### src/rtl/mu0_core_p.sv
// ---------------------------------------------------------------------------
// mu0_core_p : parametrised MU0 processor core with a memory ready handshake.
//
// This is a three-state control unit (FETCH / EXEC / HALT) with stallable
// memory accesses. An access completes at the rising edge where Ack is high.
//
// Parameters
//   DATA_W : data, accumulator and instruction width (>= 8)
//   ADDR_W : address / PC width. Must equal DATA_W-4, because the opcode is
//            always the top nibble of IR.
//
// Ports
//   Clk     : clock; all state changes on the rising edge
//   reset_n : asynchronous active-low reset
//   DIn     : read data, captured when Rd and Ack are both high
//   Ack     : memory ready; completes the current Rd/Wr access
//   Go      : restart request, honoured only while halted
//   Addr    : memory address (PC unless an operand access is in progress)
//   Rd / Wr : read / write request, never both high
//   DOut    : write data, always equal to Acc
//   Halted  : high in the HALT state
//   PC, IR, Acc : architectural registers
// ---------------------------------------------------------------------------
module mu0_core_p #(
    parameter int DATA_W = 16,
    parameter int ADDR_W = DATA_W - 4
) (
    input  logic              Clk,
    input  logic              reset_n,
    input  logic [DATA_W-1:0] DIn,
    input  logic              Ack,
    input  logic              Go,
    output logic [ADDR_W-1:0] Addr,
    output logic              Rd,
    output logic              Wr,
    output logic [DATA_W-1:0] DOut,
    output logic              Halted,
    output logic [ADDR_W-1:0] PC,
    output logic [DATA_W-1:0] IR,
    output logic [DATA_W-1:0] Acc
);

    typedef enum logic [1:0] {
        ST_FETCH = 2'd0,
        ST_EXEC  = 2'd1,
        ST_HALT  = 2'd2
    } state_t;

    localparam logic [3:0] OP_LDA = 4'h0;
    localparam logic [3:0] OP_STA = 4'h1;
    localparam logic [3:0] OP_ADD = 4'h2;
    localparam logic [3:0] OP_SUB = 4'h3;
    localparam logic [3:0] OP_JMP = 4'h4;
    localparam logic [3:0] OP_JGE = 4'h5;
    localparam logic [3:0] OP_JNE = 4'h6;
    localparam logic [3:0] OP_STP = 4'h7;
    localparam logic [3:0] OP_AND = 4'h8;
    localparam logic [3:0] OP_OR  = 4'h9;
    localparam logic [3:0] OP_LDI = 4'hA;

    localparam logic [ADDR_W-1:0] PC_ONE = {{(ADDR_W-1){1'b0}}, 1'b1};

    state_t              state_r;
    logic [ADDR_W-1:0]   pc_r;
    logic [DATA_W-1:0]   ir_r;
    logic [DATA_W-1:0]   acc_r;

    logic [3:0]          opcode_s;
    logic [ADDR_W-1:0]   operand_s;
    logic                mem_op_s;
    logic [ADDR_W-1:0]   addr_s;
    logic                rd_s;
    logic                wr_s;
    logic                halted_s;

    // Opcodes that touch data memory and therefore wait for Ack in EXEC.
    function automatic logic is_mem_op(input logic [3:0] op);
        case (op)
            OP_LDA, OP_STA, OP_ADD, OP_SUB, OP_AND, OP_OR: is_mem_op = 1'b1;
            default:                                       is_mem_op = 1'b0;
        endcase
    endfunction

    assign opcode_s  = ir_r[DATA_W-1 -: 4];
    assign operand_s = ir_r[ADDR_W-1:0];
    assign mem_op_s  = is_mem_op(opcode_s);

    // Bus request decode: depends only on state, IR and PC (no DIn path).
    always_comb begin
        rd_s     = 1'b0;
        wr_s     = 1'b0;
        addr_s   = pc_r;
        halted_s = 1'b0;
        case (state_r)
            ST_FETCH: begin
                rd_s = 1'b1;
            end
            ST_EXEC: begin
                if (mem_op_s) begin
                    addr_s = operand_s;
                    if (opcode_s == OP_STA) begin
                        wr_s = 1'b1;
                    end else begin
                        rd_s = 1'b1;
                    end
                end else begin
                    addr_s = pc_r;
                end
            end
            ST_HALT: begin
                halted_s = 1'b1;
            end
            default: begin
                addr_s = pc_r;
            end
        endcase
    end

    // Control FSM and architectural register updates.
    always_ff @(posedge Clk or negedge reset_n) begin
        if (!reset_n) begin
            state_r <= ST_FETCH;
            pc_r    <= {ADDR_W{1'b0}};
            ir_r    <= {DATA_W{1'b0}};
            acc_r   <= {DATA_W{1'b0}};
        end else begin
            case (state_r)
                ST_FETCH: begin
                    if (Ack) begin
                        ir_r    <= DIn;
                        pc_r    <= pc_r + PC_ONE;
                        state_r <= ST_EXEC;
                    end
                end
                ST_EXEC: begin
                    // Memory operations stay in EXEC until Ack; the rest finish now.
                    if (!mem_op_s || Ack) begin
                        state_r <= ST_FETCH;
                    end
                    case (opcode_s)
                        OP_LDA: if (Ack) acc_r <= DIn;
                        OP_ADD: if (Ack) acc_r <= acc_r + DIn;
                        OP_SUB: if (Ack) acc_r <= acc_r - DIn;
                        OP_AND: if (Ack) acc_r <= acc_r & DIn;
                        OP_OR:  if (Ack) acc_r <= acc_r | DIn;
                        OP_JMP: pc_r <= operand_s;
                        OP_JGE: if (!acc_r[DATA_W-1]) pc_r <= operand_s;
                        OP_JNE: if (acc_r != {DATA_W{1'b0}}) pc_r <= operand_s;
                        OP_LDI: acc_r <= {{(DATA_W-ADDR_W){1'b0}}, operand_s};
                        OP_STP: state_r <= ST_HALT;
                        default: begin
                            // STA only waits for Ack; B..F are NOPs.
                        end
                    endcase
                end
                ST_HALT: begin
                    if (Go) begin
                        state_r <= ST_FETCH;
                    end
                end
                default: begin
                    state_r <= ST_FETCH;
                end
            endcase
        end
    end

    assign Addr   = addr_s;
    assign Rd     = rd_s;
    assign Wr     = wr_s;
    assign Halted = halted_s;
    assign DOut   = acc_r;
    assign PC     = pc_r;
    assign IR     = ir_r;
    assign Acc    = acc_r;

endmodule

### config.mk
export PLATFORM = sky130hd
export DESIGN_NAME = mu0_core_p
export DESIGN_NICKNAME = d
export VERILOG_FILES = /design/src/rtl/mu0_core_p.sv
export SDC_FILE = /design/constraint.sdc
export NUM_CORES = 1
export LEC_CHECK = 0
export BUFFER_PORTS_ARGS = -buffer_cell sky130_fd_sc_hd__buf_2
export CORE_UTILIZATION = 55
export DETAILED_ROUTE_END_ITERATION = 8
export GPL_ROUTABILITY_DRIVEN = 0
export PLACE_DENSITY = 0.82
export SETUP_SLACK_MARGIN = 0.5
export SYNTH_ARGS = -nofsm -noshare
export SYNTH_HDL_FRONTEND = slang
export SYNTH_SLANG_ARGS = --single-unit
### constraint.sdc
create_clock -name Clk -period 4.75 [get_ports Clk]
set_clock_uncertainty 0.2 [all_clocks]
set_input_delay 0.95 -clock Clk [delete_from_list [all_inputs] [get_ports Clk]]
set_output_delay 0.95 -clock Clk [all_outputs]
set_load 0.02 [all_outputs]
==> impl_metrics.tcl, run 1 <==
set metrics [dict create \
    outcome "complete, no violations" \
    synth_flop_cell "dfrtp_1" \
    peakVddDrop_mv 0.433 \
    cts_hold_buf 0 \
    endpoint_kind "flop" \
    worstPathRequired_ps 4770 \
    period_needed_ps 3950 \
    post_cts_resized 0 \
    rows 30 \
    io_pins 95 \
    ys_seq_area_frac 0.283 \
    finalSetupViolations 0 \
    postLayoutCellArea_um2 4550 \
    finalCritPeriodShare 0.832 \
    crit_path_frequent_cell "a21oi_1" \
    critPathMaxFanout 36 \
    cts_max_level 2 \
    ys_seq_elements 46 \
    crit_buf_inv 1 \
    async_reset_ff_frac 1.00 \
    finalHoldViolCount 0 \
    maxSlewViolCount 0 \
    yosysTopAreaCell "dfrtp_1" \
    synth_edf_count 0 \
    powerDensity_nw_per_um2 765 \
    drt-total-wl_mm 12.3 \
    grt_overflow 0 \
    cts-root-buf "clkbuf_8" \
    area.growth.synth_to_final_pct 11.8 \
    synth_warnings 0 \
    drtIter0Drc 560 \
    vias 4390 \
    cts_setup_buffers 0 \
    synthCells 522 \
    numPlacedInstances 671 \
    regArea_um2 1150 \
    ant_nets 0 \
    grt_pass1_vias 3972 \
    postPlaceCellArea_um2 4460 \
    grt_pass1_wl_mm 19.7 \
    worst_pin_slew_ps 1050 \
    synth_top_cell_area_share 0.283 \
    yosysMostFrequentCell "nand2_1" \
    setup_tns_ps 0 \
    cts_buffer_depth 2 \
    yosys-top-cells-area "dfrtp_1, nand2_1, a21oi_1, ha_1, o21ai_0" \
    firstDrtPassIters 7 \
    slew_headroom 0.302 \
    path_delay_family "compound AO/OA/AOI/OAI gates" \
    p_leak_uw 0.00214 \
    synthDistinctLibCells 64 \
    route.detailed.drc 0 \
    diodes 0 \
    track_usage 0.330 \
    multi_input_area_um2 2610 \
    min_path_type "reg -> reg" \
    start_util 0.582 \
    synthTopCellsByCount "nand2_1, a21oi_1, o21ai_0" \
    die-area_um2 7740 \
    max_freq_mhz 253 \
    nNetsFinal 622 \
    path_cells "buf_4 > nor3_1 > a21oi_1 > xnor2_1 > ha_1 > and3_1 > a221oi_1 > o311a_1 > a21oi_1 > o21a_1 > o31ai_1" \
    cts_made_buffers 5 \
    avgRoutedWirePerCell_um 18.1 \
    path_clk_slew_ps 90 \
    rsz0062_at_grt "false" \
    syn_nets 562 \
    synth_area_um2 4070 \
    drive_gt1_frac 0.225 \
    path_class "reg -> reg" \
    clkLatencyLatePin_ps 310 \
    core_area_um2 6980 \
    die_h_um 88.0 \
    drt-vias-per-instance 6.47 \
    fin_hold_ws_ps 341 \
    final_cells 679 \
    synth_area_per_cell_um2 7.79 \
    grt_max_degree 47 \
    cts_tree "built" \
    cp.arrival_ps 3970 \
    power.total_uw 3480 \
    antenna_found_initial 0 \
    port_buffers 94 \
    die_x_um 88.0 \
    slowest_delay_ps 770 \
    clock-sinks 46 \
    dp_hpwl_mm 8.91 \
    cap_violations 0 \
    cpMaxStageDelayCell "nor3_1" \
    n_fill_cell 622 \
    critPathLaunchType "flop" \
]
==> cells by family after synthesis <==
group	synth area share
adders and majority gates	0.0634
DFF	0.283
muxes	0.0406
AOI/OAI and AO/OA	0.280
buffers and inverters	0.0760
and+or+nand+nor	0.198
xor gates and xnor gates	0.0582
==> per-stage QoR <==
step,setup slack (ps),utilization
floorplan,734,-
global placement,639,0.638
detailed placement,541,0.638
CTS,850,0.651
global route,510,0.651
finish,796,0.651
==> metal layers <==
metal | GRT usage | share of wire
met5 | 0 | 0
met1 | 0.455 | 0.41
met3 | 0.0528 | 0.10
met2 | 0.511 | 0.46
met4 | 0.145 | 0.028
==> registers in the layout (all words and copies together), names as in the netlist <==
| register | count |
|---|---|
| PC | 12 |
| state_r | 2 |
| IR | 16 |
| Acc | 16 |
==> layout make-up <==
type,instances,share of cell area
multi-input cells,413,0.573
repair buffers,101,0.115
clock buffers,5,0.0151
clock inverters,3,0.00468
inverters,15,0.0124
well taps,96,0.0264
flip-flops and latches,46,0.253
==> path summary, 6_finish.rpt <==
check	from	to	slack, ps	cells after the start
worst min-delay path	PC[7]	PC[7]	340	1
worst min register to register	PC[7]	PC[7]	340	1
min in group asynchronous	reset_n	IR[15]	630	1
worst max register to register	IR[15]	Acc[14]	800	11
max in group asynchronous	reset_n	IR[6]	3080	1
worst max-delay path	IR[15]	Acc[14]	800	11
==> layout by cell type (no fill, tap or decap), drive strengths merged, types with 5 or more instances in the layout <==
| cell type | instances |
|---|---|
| buf | 101 |
| nand2 | 85 |
| a21oi | 53 |
| o21ai | 49 |
| dfrtp | 46 |
| nor2 | 33 |
| xnor2 | 21 |
| ha | 19 |
| inv | 15 |
| mux2 | 12 |
| nor3 | 9 |
| a22o | 9 |
| a31oi | 8 |
| nand2b | 7 |
| nor2b | 7 |
| xor2 | 6 |
| nor4 | 6 |
| o21a | 6 |
| a22oi | 6 |
| nand3 | 5 |
| a222oi | 5 |
| clkbuf | 5 |
==> worst register-to-register path, delay by kind of cell (launching register included) <==
family | cells | cell delay, ps
simple gates | 2 | 990
compound gates | 6 | 1500
xor+xnor | 1 | 180
buf+inv | 1 | 250
flops | 1 | 380
fa+ha+maj | 1 | 360
==> where the power goes <==
group          internal [µW]  switching, µW  total (µW)
Clock                    104            145         248
Sequential               565            279         844
Combinational            896           1490        2390
Total                   1560           1920        3480
(Power assumes the default switching activity.)
==> run 2, diff against run 1 <==
--- a/config.mk
+++ b/config.mk
@@ -6,10 +6,10 @@
 export NUM_CORES = 1
 export LEC_CHECK = 0
 export BUFFER_PORTS_ARGS = -buffer_cell sky130_fd_sc_hd__buf_2
-export CORE_UTILIZATION = 55
+export CORE_UTILIZATION = 50
 export DETAILED_ROUTE_END_ITERATION = 8
 export GPL_ROUTABILITY_DRIVEN = 0
-export PLACE_DENSITY = 0.82
+export PLACE_DENSITY = 0.79
 export SETUP_SLACK_MARGIN = 0.5
 export SYNTH_ARGS = -nofsm -noshare
 export SYNTH_HDL_FRONTEND = slang
==> constraint.sdc (replaced) <==
create_clock -name Clk -period 3.4 [get_ports Clk]
set_clock_uncertainty 0.2 [all_clocks]
set_input_delay 0.68 -clock Clk [delete_from_list [all_inputs] [get_ports Clk]]
set_output_delay 0.68 -clock Clk [all_outputs]
set_load 0.02 [all_outputs]
==> impl_metrics.tcl, run 2 (synthesis gave the netlist of run 1 again) <==
set metrics [dict create \
    min_path_type "in -> async" \
    final_cell_mix "nand2_1, buf_2, buf_4, dfrtp_1, a21oi_1" \
    die_x_um 92.2 \
    grt_max_degree 33 \
    cp.arrival_ps 3530 \
    cts_max_level 2 \
    cts_tree "built" \
    grt_pass1_wl_mm 22.3 \
    period_needed_ps 3530 \
    drtIter0Drc 624 \
    finalWorstSetupSlack_ps -134 \
    final_cells 748 \
    setup_tns_ps -134 \
    rsz0062_at_grt "true" \
    nNetsFinal 685 \
    critPathMaxFanout 3 \
    track_usage 0.334 \
    p_leak_uw 0.00263 \
    peakVddDrop_mv 0.510 \
    r2r_cells 11 \
    cts-root-buf "clkbuf_8" \
    fin_util 0.715 \
    path_clk_slew_ps 100 \
    core_area_um2 7810 \
    dp_hpwl_mm 9.93 \
    worstPathRequired_ps 3400 \
    clock-sinks 46 \
    ant_nets 0 \
    path_class "in -> reg" \
    powerDensity_nw_per_um2 1110 \
    regArea_um2 1150 \
    power.total_uw 6180 \
    die_h_um 92.2 \
    vias 4759 \
    numPlacedInstances 725 \
    multi_input_area_um2 3010 \
    cap_violations 0 \
    final_common_cell "nand2_1" \
    diodes 0 \
    antenna_found_initial 0 \
    r2r_start "IR[15]" \
    worst_pin_slew_ps 807 \
    critPathLaunchType "input port" \
    maxSlewViolCount 0 \
    max_freq_mhz 283 \
    rows 32 \
    timing.rr.end "Acc[10]" \
    firstDrtPassIters 6 \
    cts_buffer_depth 2 \
    area.growth.synth_to_final_pct 37.2 \
    route.detailed.drc 0 \
    ff2ff_setup_slack_ps 120 \
    cp-startpoint "DIn[4]" \
    violations "setup timing" \
    outcome "complete, but fails checks" \
    clkLatencyLatePin_ps 310 \
    die-area_um2 8500 \
    finalHoldViolCount 0 \
    grt_pass1_vias 4444 \
    start_util 0.521 \
    slew_headroom 0.462 \
    drive_gt1_frac 0.372 \
    fin_hold_ws_ps 222 \
    n_fill_cell 566 \
    endpoint_kind "flop" \
    io_pins 95 \
    drt-total-wl_mm 14.7 \
    grt_overflow 0 \
    drt-vias-per-instance 6.36 \
    avgRoutedWirePerCell_um 19.6 \
    finalCritPeriodShare 1.04 \
    port_buffers 94 \
    cts_made_buffers 5 \
    finalSetupViolations 1 \
]
## run 2: cell types whose count changed in the layout (fill, tap and decap cells not counted), sizes merged
cell    change
or3         +1
buf        +62
bufinv      +1
clkinv      -2
clkbuf      +1
## run 2: power breakdown
group	internal, µW	switching [µW]	leakage [µW]
registers	791	426	0.000553
clock network	220	204	0.0000514
logic	2040	2500	0.00202
## run 2: stage by stage
step	area, µm²	setup slack, ps
6_report	5580	-134
5_1_grt	5580	-158
4_1_cts	5180	6.84
3_5_place_dp	4890	-348
3_3_place_gp	4890	-214
2_1_floorplan	4180	-227
## run 2: worst max path at each step
stage,end,slack (ps),cells after the start
2_1_floorplan,Acc[15],-230,11
3_3_place_gp,Acc[15],-210,11
3_5_place_dp,Acc[15],-350,11
4_1_cts,Acc[15],7,11
5_1_grt,Acc[15],-160,11
6_report,Acc[15],-130,11
## run 2: worst max-delay path: stages
cell and delay, ps:
buf_6 90, or4_4 560, or4_4 550, o41ai_4 250, xor2_1 110, ha_1 330, nand4_1 120, or3_1 350
o21bai_1 250, xnor2_1 160, o21ai_1 70
## run 2: repair_timing
action | 4_1_cts | 5_1_grt
pin swaps | 15 | 32
hold buffers | 0 | 0
setup endpoints to repair | 23 | 24
buffers inserted | 5 | 9
gates cloned | 1 | 0
resized for setup | 26 | 79
## run 2: final cells by class
| class | instances | share of cell area |
|---|---|---|
| Tap cell | 102 | 0.0229 |
| Clock buffer | 6 | 0.0130 |
| Inverter | 15 | 0.0101 |
| Clock inverter | 2 | 0.00673 |
| Multi-Input combinational cell | 414 | 0.539 |
| Timing Repair Buffer | 163 | 0.201 |
| Sequential cell | 46 | 0.207 |
## run 2: per-layer routing
metal | up-vias | track usage | routed length (µm)
li1 | 2107 | - | -
met1 | 2240 | 0.427 | 5730
met2 | 331 | 0.550 | 7010
met3 | 81 | 0.0614 | 1270
met4 | 0 | 0.143 | 668
met5 | - | 0 | 0
==> run 3, diff against run 2 <==
--- a/config.mk
+++ b/config.mk
@@ -6,10 +6,10 @@
 export NUM_CORES = 1
 export LEC_CHECK = 0
 export BUFFER_PORTS_ARGS = -buffer_cell sky130_fd_sc_hd__buf_2
-export CORE_UTILIZATION = 50
+export CORE_UTILIZATION = 55
 export DETAILED_ROUTE_END_ITERATION = 8
 export GPL_ROUTABILITY_DRIVEN = 0
-export PLACE_DENSITY = 0.79
+export PLACE_DENSITY = 0.82
 export SETUP_SLACK_MARGIN = 0.5
 export SYNTH_ARGS = -nofsm -noshare
 export SYNTH_HDL_FRONTEND = slang
==> constraint.sdc (replaced) <==
create_clock -name Clk -period 3.5 [get_ports Clk]
set_clock_uncertainty 0.2 [all_clocks]
set_input_delay 0.7 -clock Clk [delete_from_list [all_inputs] [get_ports Clk]]
set_output_delay 0.7 -clock Clk [all_outputs]
set_load 0.02 [all_outputs]
==> impl_metrics.tcl, run 3 (synthesis gave the netlist of run 1 again) <==
set metrics [dict create \
    violations "setup timing" \
    track_usage 0.347 \
    worst_pin_slew_ps 769 \
    core_area_um2 6980 \
    grt_max_degree 32 \
    finalHoldViolCount 0 \
    powerDensity_nw_per_um2 1050 \
    maxSlewViolCount 0 \
    start_util 0.582 \
    setup_tns_ps -26.9 \
    drt-total-wl_mm 14.1 \
    p_leak_uw 0.00247 \
    antenna_found_initial 0 \
    cts_buffer_depth 2 \
    critPathLaunchType "input port" \
    cts-root-buf "clkbuf_8" \
    endpoint_kind "flop" \
    cp-startpoint "DIn[4]" \
    r2r_start "IR[13]" \
    worstPathRequired_ps 3560 \
    vias 4769 \
    firstDrtPassIters 6 \
    path_clk_slew_ps 120 \
    drt-vias-per-instance 6.51 \
    area.growth.synth_to_final_pct 30.2 \
    power.total_uw 5580 \
    die_x_um 88.0 \
    n_fill_cell 494 \
    finalWorstSetupSlack_ps -26.9 \
    min_path_type "in -> async" \
    finalSetupViolations 1 \
    die_h_um 88.0 \
    finalCritPeriodShare 1.01 \
    final_common_cell "buf_2" \
    clkLatencyLatePin_ps 320 \
    clock-sinks 46 \
    rsz0062_at_grt "true" \
    max_freq_mhz 284 \
    nNetsFinal 676 \
    route.detailed.drc 0 \
    grt_pass1_wl_mm 20.6 \
    cap_violations 0 \
    die-area_um2 7740 \
    period_needed_ps 3530 \
    cts_max_level 2 \
    outcome "complete, but fails checks" \
    peakVddDrop_mv 0.566 \
    final_cell_mix "buf_2, nand2_1, buf_4, dfrtp_1, a21oi_1" \
    dp_hpwl_mm 9.48 \
    cts_tree "built" \
    ant_nets 0 \
    grt_pass1_vias 4181 \
    slew_headroom 0.487 \
    io_pins 95 \
    dp_slack_ps -256 \
    path_class "in -> reg" \
    drtIter0Drc 555 \
    drive_gt1_frac 0.356 \
    postPlaceCellArea_um2 4800 \
    port_buffers 94 \
    cts_made_buffers 5 \
    rows 30 \
    grt_overflow 0 \
    diodes 0 \
    avgRoutedWirePerCell_um 19.3 \
    fin_util 0.758 \
    postLayoutCellArea_um2 5290 \
    critPathMaxFanout 3 \
    cp.arrival_ps 3590 \
]
## run 3: cell types whose count changed in the layout (fill, tap and decap cells not counted), moves of 3 or more
| cell | before | now |
|---|---|---|
| buf_6 | 20 | 7 |
| buf_2 | 80 | 92 |
| mux2_2 | 0 | 12 |
| mux2_4 | 12 | 0 |
| buf_4 | 61 | 55 |
| ha_1 | 13 | 16 |
## run 3: report_power, final
group          total (µW)  switching (µW)  internal [µW]
sequential           1170             402            767
combinational        4040            2340           1690
clock                 379             229            150
## run 3: area by class of cell
cell class,instances,area [µm²],share of cell area
Clock inverter,3,28.8,0.00544
Clock buffer,5,68.8,0.0130
Tap cell,96,120,0.0227
Timing Repair Buffer,154,952,0.180
Multi-Input combinational cell,414,2920,0.551
Sequential cell,46,1150,0.218
Inverter,15,56.3,0.0106
## run 3: critical path: stages
cell and delay, ps:
buf_6 90, or4_4 540, or4_4 550, o41ai_4 250, xor2_1 230, ha_1 300, buf_4 160, nand2_1 70
o21a_1 140, o21ai_0 110, o21bai_4 200, xnor2_2 130, o21ai_1 110
## run 3: metrics by stage
| step | hold WS, ps | cells |
|---|---|---|
| 6_report | 219 | 733 |
| 5_1_grt | 277 | 733 |
| 4_1_cts | 241 | 727 |
| 3_5_place_dp | 331 | 709 |
| 3_3_place_gp | 323 | 709 |
| 2_1_floorplan | 204 | 522 |
## run 3: path summary, 6_finish.rpt
kind | slack, ps | depth (start not counted) | endpoint
max | -30 | 13 | Acc[15]
min | 220 | 1 | IR[0]
max reg2reg | 350 | 10 | Acc[8]
min reg2reg | 360 | 1 | PC[9]
max in group asynchronous | 2160 | 2 | Acc[6]
min in group Clk | 360 | 1 | PC[9]
## run 3: what timing repair did
action,4_1_cts,5_1_grt
buffers inserted,10,5
endpoints found under the setup margin,22,23
hold buffers,0,0
gates cloned,0,1
resized for setup,17,41
pin swaps,24,12
## run 3: metal layers
layer	part of all wire	global-route usage	up-vias
met5	0	0	-
met4	0.044	0.131	0
met3	0.10	0.0490	82
met2	0.47	0.569	361
met1	0.39	0.466	2235
li1	-	-	2091
